[config.mk]
export PLATFORM = sky130hd
export DESIGN_NAME = key_pio_debounced
export DESIGN_NICKNAME = d
export VERILOG_FILES = /design/src/rtl/key_pio_pkg.sv /design/src/rtl/key_debounce.sv /design/src/rtl/key_pio_debounced.sv
export SDC_FILE = /design/constraint.sdc
export NUM_CORES = 1
export LEC_CHECK = 0
export BUFFER_PORTS_ARGS = -buffer_cell sky130_fd_sc_hd__buf_2
export CAP_MARGIN = 10
export CORE_MARGIN = 2
export CORE_UTILIZATION = 38
export CTS_BUF_LIST = sky130_fd_sc_hd__clkbuf_8 sky130_fd_sc_hd__clkbuf_16
export CTS_CLUSTER_SIZE = 16
export DETAILED_ROUTE_END_ITERATION = 7
export HOLD_SLACK_MARGIN = 0.03
export MAX_ROUTING_LAYER = met4
export PLACE_DENSITY = 0.55
export SLEW_MARGIN = 0
export SYNTH_ARGS = -nofsm -noshare
export SYNTH_HDL_FRONTEND = slang
export SYNTH_HIERARCHICAL = 1
export SYNTH_SLANG_ARGS = --single-unit
[constraint.sdc]
create_clock -name clk -period 1.98 [get_ports clk]
set_input_delay 0.297 -clock clk [delete_from_list [all_inputs] [get_ports clk]]
set_output_delay 0.297 -clock clk [all_outputs]
set_load 0.05 [all_outputs]
[src/rtl/key_pio_pkg.sv]
// key_pio_pkg: shared constants and helpers for the debounced key PIO.
//   ADDR_*        Avalon word addresses of the register map
//   DATA_W        Avalon data bus width
//   cnt_width()   width of a debounce counter for a given hold time
package key_pio_pkg;

  localparam logic [1:0] ADDR_DATA     = 2'd0;
  localparam logic [1:0] ADDR_IRQ_MASK = 2'd2;
  localparam logic [1:0] ADDR_EDGE     = 2'd3;

  localparam int DATA_W = 32;

  // Counter only needs to reach cycles-1; never narrower than one bit.
  function automatic int cnt_width(input int cycles);
    return ($clog2(cycles) < 1) ? 1 : $clog2(cycles);
  endfunction

endpackage

[src/rtl/key_debounce.sv]
// key_debounce: one key's 2-flop synchroniser, hold counter and stable flop.
// Ports:
//   clk     system clock
//   reset   asynchronous active-high reset
//   key_in  raw asynchronous key pin
//   stable  debounced level (RESET_LEVEL out of reset)
// A new synchronised level is accepted only after it has been held for
// DEBOUNCE_CYCLES consecutive cycles; any shorter excursion is discarded.
module key_debounce
  import key_pio_pkg::*;
#(
  parameter int   DEBOUNCE_CYCLES = 50000,
  parameter logic RESET_LEVEL     = 1'b1
) (
  input  logic clk,
  input  logic reset,
  input  logic key_in,
  output logic stable
);

  localparam int             CW      = cnt_width(DEBOUNCE_CYCLES);
  localparam logic [CW-1:0]  CNT_MAX = CW'(DEBOUNCE_CYCLES - 1);

  logic          r_sync1;
  logic          r_sync2;
  logic          r_stable;
  logic [CW-1:0] r_cnt;

  always_ff @(posedge clk or posedge reset) begin
    if (reset) begin
      r_sync1  <= RESET_LEVEL;
      r_sync2  <= RESET_LEVEL;
      r_stable <= RESET_LEVEL;
      r_cnt    <= '0;
    end else begin
      r_sync1 <= key_in;
      r_sync2 <= r_sync1;
      if (r_sync2 == r_stable) begin
        r_cnt <= '0;
      end else if (r_cnt == CNT_MAX) begin
        r_stable <= r_sync2;
        r_cnt    <= '0;
      end else begin
        r_cnt <= r_cnt + 1'b1;
      end
    end
  end

  assign stable = r_stable;

endmodule

[src/rtl/key_pio_debounced.sv]
// key_pio_debounced: Avalon-MM slave for NUM_KEYS debounced push-buttons.
// Ports:
//   clk, reset            system clock, asynchronous active-high reset
//   address/read/write    Avalon slave strobes (readLatency = 1)
//   writedata/readdata    32-bit data; readdata is registered every cycle
//   Key_in                raw asynchronous key pins
//   irq                   level interrupt = |(edge_capture & irq_mask)
// Register map: 0 DATA (pressed, RO), 1 reserved, 2 IRQ_MASK (RW),
//   3 EDGE_CAPTURE (write-1-to-clear; a simultaneous press wins).
// Optional feature macro KEY_PIO_IRQ_EN: when undefined there are no mask
//   flops, address 2 reads 0 and irq is tied low.
module key_pio_debounced
  import key_pio_pkg::*;
#(
  parameter int NUM_KEYS        = 4,
  parameter int DEBOUNCE_CYCLES = 50000,
  parameter bit KEY_ACTIVE_LOW  = 1'b1
) (
  input  logic                clk,
  input  logic                reset,
  input  logic [1:0]          address,
  input  logic                read,
  input  logic                write,
  input  logic [DATA_W-1:0]   writedata,
  output logic [DATA_W-1:0]   readdata,
  input  logic [NUM_KEYS-1:0] Key_in,
  output logic                irq
);

  logic [NUM_KEYS-1:0] w_stable;
  logic [NUM_KEYS-1:0] w_pressed;
  logic [NUM_KEYS-1:0] w_press;
  logic [NUM_KEYS-1:0] w_clr;
  logic [NUM_KEYS-1:0] w_mask;
  logic [DATA_W-1:0]   w_rd_mux;
  logic [NUM_KEYS-1:0] r_pressed_d;
  logic [NUM_KEYS-1:0] r_edge;

  // read never gates the mux and upper writedata bits are don't-care
  logic w_unused;
  assign w_unused = read ^ (^writedata);

  for (genvar gi = 0; gi < NUM_KEYS; gi++) begin : g_key
    key_debounce #(
      .DEBOUNCE_CYCLES (DEBOUNCE_CYCLES),
      .RESET_LEVEL     (KEY_ACTIVE_LOW)
    ) u_deb (
      .clk    (clk),
      .reset  (reset),
      .key_in (Key_in[gi]),
      .stable (w_stable[gi])
    );
  end

  // 1 = pressed regardless of board polarity
  assign w_pressed = w_stable ^ {NUM_KEYS{KEY_ACTIVE_LOW}};
  assign w_press   = w_pressed & ~r_pressed_d;
  assign w_clr     = (write && address == ADDR_EDGE) ? writedata[NUM_KEYS-1:0] : '0;

`ifdef KEY_PIO_IRQ_EN
  logic [NUM_KEYS-1:0] r_mask;

  always_ff @(posedge clk or posedge reset) begin
    if (reset) r_mask <= '0;
    else if (write && address == ADDR_IRQ_MASK) r_mask <= writedata[NUM_KEYS-1:0];
  end

  assign w_mask = r_mask;
  assign irq    = |(r_edge & r_mask);
`else
  assign w_mask = '0;
  assign irq    = 1'b0;
`endif

  always_comb begin
    w_rd_mux = '0;
    case (address)
      ADDR_DATA:     w_rd_mux[NUM_KEYS-1:0] = w_pressed;
      ADDR_IRQ_MASK: w_rd_mux[NUM_KEYS-1:0] = w_mask;
      ADDR_EDGE:     w_rd_mux[NUM_KEYS-1:0] = r_edge;
      default:       w_rd_mux = '0;
    endcase
  end

  always_ff @(posedge clk or posedge reset) begin
    if (reset) begin
      r_pressed_d <= '0;
      r_edge      <= '0;
      readdata    <= '0;
    end else begin
      r_pressed_d <= w_pressed;
      // set after clear so a press landing with a W1C write is kept
      r_edge      <= (r_edge & ~w_clr) | w_press;
      readdata    <= w_rd_mux;
    end
  end

endmodule

==> impl_metrics.ini <==
[routing]
drt_pass1_iterations = 4
wl_per_cell_um = 13.2
drc = 0
via_per_inst = 4.85
ant_nets = 0
routed_wl_um = 7660
first_iter_violations = 69
dr_total_vias = 2823

[die]
fp-row-count = 40
die_h_um = 115
start_util = 0.388
die_x_um = 115
dieArea_um2 = 13100
core_area_um2 = 12000
top_level_ports = 75

[setup_path]
r2r_start = g_key[0].u_deb/r_cnt[0]
reg2reg_depth = 5
worstPathCellList = ha_1 > and3_1 > nand4_2 > nand2_2 > nor2_1
required_ns = 2.19
cp_num_buf_inv = 0
r2r_end = g_key[0].u_deb/r_cnt[2]
cp_slowest_stage_delay_ns = 0.43
critical_path_arrival_ns = 1.90
reg2reg_slack_ns = 0.28
worst-setup-path-type = flip-flop to flip-flop
cp_top_family = simple AND/OR/NAND/NOR gates
crit_path_end_kind = flip-flop
critPathLaunchType = flip-flop
crit_fanout = 15
cp_slowest_cell = dfrtp_1

[logic_synthesis]
async_reset_ff_frac = 1.00
syn_area_um2 = 4650
synth-edff-count = 0
synth_top_family_by_area = simple AND/OR/NAND/NOR gates
yosysWarnings = 6
yosys.area_share.xor_xnor = 0.113
synth.distinct_cells = 32
netlist_instances = 420
synthMuxAreaShare = 0.00969
synth-compound-area-share = 0.0127
syn_area_per_cell_um2 = 11.1
synth_seq_cells = 88
synth-simple-area-share = 0.277
synth_ff_type = dfrtp_1
synth-adder-area-share = 0.0162
ys_seq_area_frac = 0.477

[power_and_ir_drop]
combinationalPowerShare = 0.070
vdd_drop_max_mv = 0.735
pwr-share-seq = 0.478
switching_share = 0.244
p_switching_w = 0.000961
power.density_nw_per_um2 = 796
p_int_w = 0.00298
clockPowerShare = 0.452
leakage_nw = 2.12

[min_path]
hp-class = input port to async pin

[global_routing]
grt_pass1_vias = 2737
antenna_found_initial = 0
grt_max_degree = 20
grt_pass1_wl_um = 13500
overflow = 0
grt_usage = 0.134

[sta]
post-route-period-util = 0.857
worst_pin_slew_ns = 0.759
finalMaxSlewViolations = 0
rsz0062_at_grt = no
finClkSkew_ns = 0.00626
max_slew_margin = 0.493
setup_tns_ns = 0
layout_min_cycle_time_ns = 1.70
setup_viol = 0
max_freq_mhz = 590
fin_ws_ns = 0.284
finalHoldViolCount = 0

[place]
dpl_cell_area_um2 = 4640
port-buffer-count = 16
hpwl_um = 5250
globalplace.congestion = 0.790
placed_cells = 566
detailedPlace.worstSlack_ns = 0.275

[outcome]
status = completed

[clock_network]
postCtsHoldBufs = 0
clk_pin_slew_ns = 0.06
cts.htree.levels = 3
post_cts_buffers = 0
clkLatencyLatePin_ns = 0.33
cts.sinks = 88
cts_buffer_depth = 2
cts_buffers = 9
cts_resized = 0
ctsRootBufferMaster = clkbuf_16
cts_tree = yes

[cells_and_area]
area_delta_synth_final_pct = 6.68
fin_cells = 582
utilization = 0.414
final_area_um2 = 4960
drive_gt1_frac = 0.214
multi_input_area_um2 = 2100
nNetsFinal = 478
layout_commonest_cell = dfrtp_1
layout_common_cells = 76 x dfrtp_1, 60 x nor2_1, 36 x xnor2_1
antenna_cells = 0
n_fill_cell = 1150
regArea_um2 = 2220

[run]
cap_violations = 0
sequential cells by signal, summed over array words and instances (netlist names):
register	count
g_key.u_deb/r_cnt	64
g_key.u_deb/r_sync1	4
g_key.u_deb/r_sync2	4
g_key.u_deb/stable	4
r_edge	4
r_pressed_d	4
readdata	4
cell families after synthesis:
| logic type | Yosys count |
|---|---|
| simple gates | 192 |
| xor+xnor | 60 |
| flops | 88 |
| buf+inv | 61 |
| fa+ha+maj | 6 |
| compound gates | 8 |
| mux | 4 |
| other cells | 1 |
power groups by stage:
stage	combinational (W)	sequential (W)	clock [W]
6_report	0.000278	0.00188	0.00178
5_1_grt	0.000308	0.00189	0.00192
4_1_cts	0.000284	0.00188	0.00184
3_5_place_dp	0.000282	0.00192	0
3_3_place_gp	0.000281	0.00192	0
2_1_floorplan	0.000266	0.00193	0
metal layers:
layer,vias up,part of all wire,GRT usage
met5,-,0,-
met4,0,0.020,0.0610
met3,9,0.025,0.0212
met2,43,0.46,0.193
met1,1381,0.49,0.185
li1,1390,-,-
worst register-to-register path, stage by stage, from the launching register on:
cell and delay [ns]:
dfrtp_1 0.43, ha_1 0.24, and3_1 0.32, nand4_2 0.17, nand2_2 0.31, nor2_1 0.10
cell usage after synthesis (6+ instances only):
cell type / count / area share
dfrtp_1: 76 / 0.41
nor2_1: 60 / 0.048
buf_4: 37 / 0.060
xnor2_1: 36 / 0.068
nand3_1: 24 / 0.026
xor2_1: 24 / 0.045
nand4_1: 20 / 0.027
inv_1: 15 / 0.012
dfstp_2: 12 / 0.068
nor4_2: 12 / 0.032
buf_6: 9 / 0.022
and3_1: 8 / 0.011
nand2_1: 8 / 0.0065
nor2_2: 8 / 0.011
nor3_1: 8 / 0.0086
ha_1: 6 / 0.016
stage by stage:
step	total power (W)	hold slack (ns)
after floorplan	0.00219	0.162
after global placement	0.00220	0.346
after detailed placement	0.00220	0.350
after CTS	0.00401	0.0313
after global routing	0.00412	0.0412
final	0.00395	0.0103
worst max path at each step:
| stage | slack [ns] | cells past startpoint | from | end |
|---|---|---|---|---|
| 2_1_floorplan | 0.52 | 5 | g_key[0].u_deb/r_cnt[0] | g_key[0].u_deb/stable |
| 3_3_place_gp | 0.30 | 5 | g_key[2].u_deb/r_cnt[0] | g_key[2].u_deb/r_cnt[3] |
| 3_5_place_dp | 0.27 | 5 | g_key[2].u_deb/r_cnt[0] | g_key[2].u_deb/r_cnt[6] |
| 4_1_cts | 0.26 | 5 | g_key[2].u_deb/r_cnt[0] | g_key[2].u_deb/r_cnt[6] |
| 5_1_grt | 0.12 | 5 | g_key[0].u_deb/r_cnt[0] | g_key[0].u_deb/r_cnt[11] |
| 6_report | 0.28 | 5 | g_key[0].u_deb/r_cnt[0] | g_key[0].u_deb/r_cnt[2] |
area by class of cell:
| type | instances | area share |
|---|---|---|
| clock buffers | 9 | 0.0454 |
| well taps | 147 | 0.0371 |
| multi-input cells | 299 | 0.424 |
| flip-flops and latches | 88 | 0.447 |
| repair buffers | 17 | 0.0177 |
| clock inverters | 7 | 0.0177 |
| inverters | 15 | 0.0114 |
(Power assumes the default switching activity.)
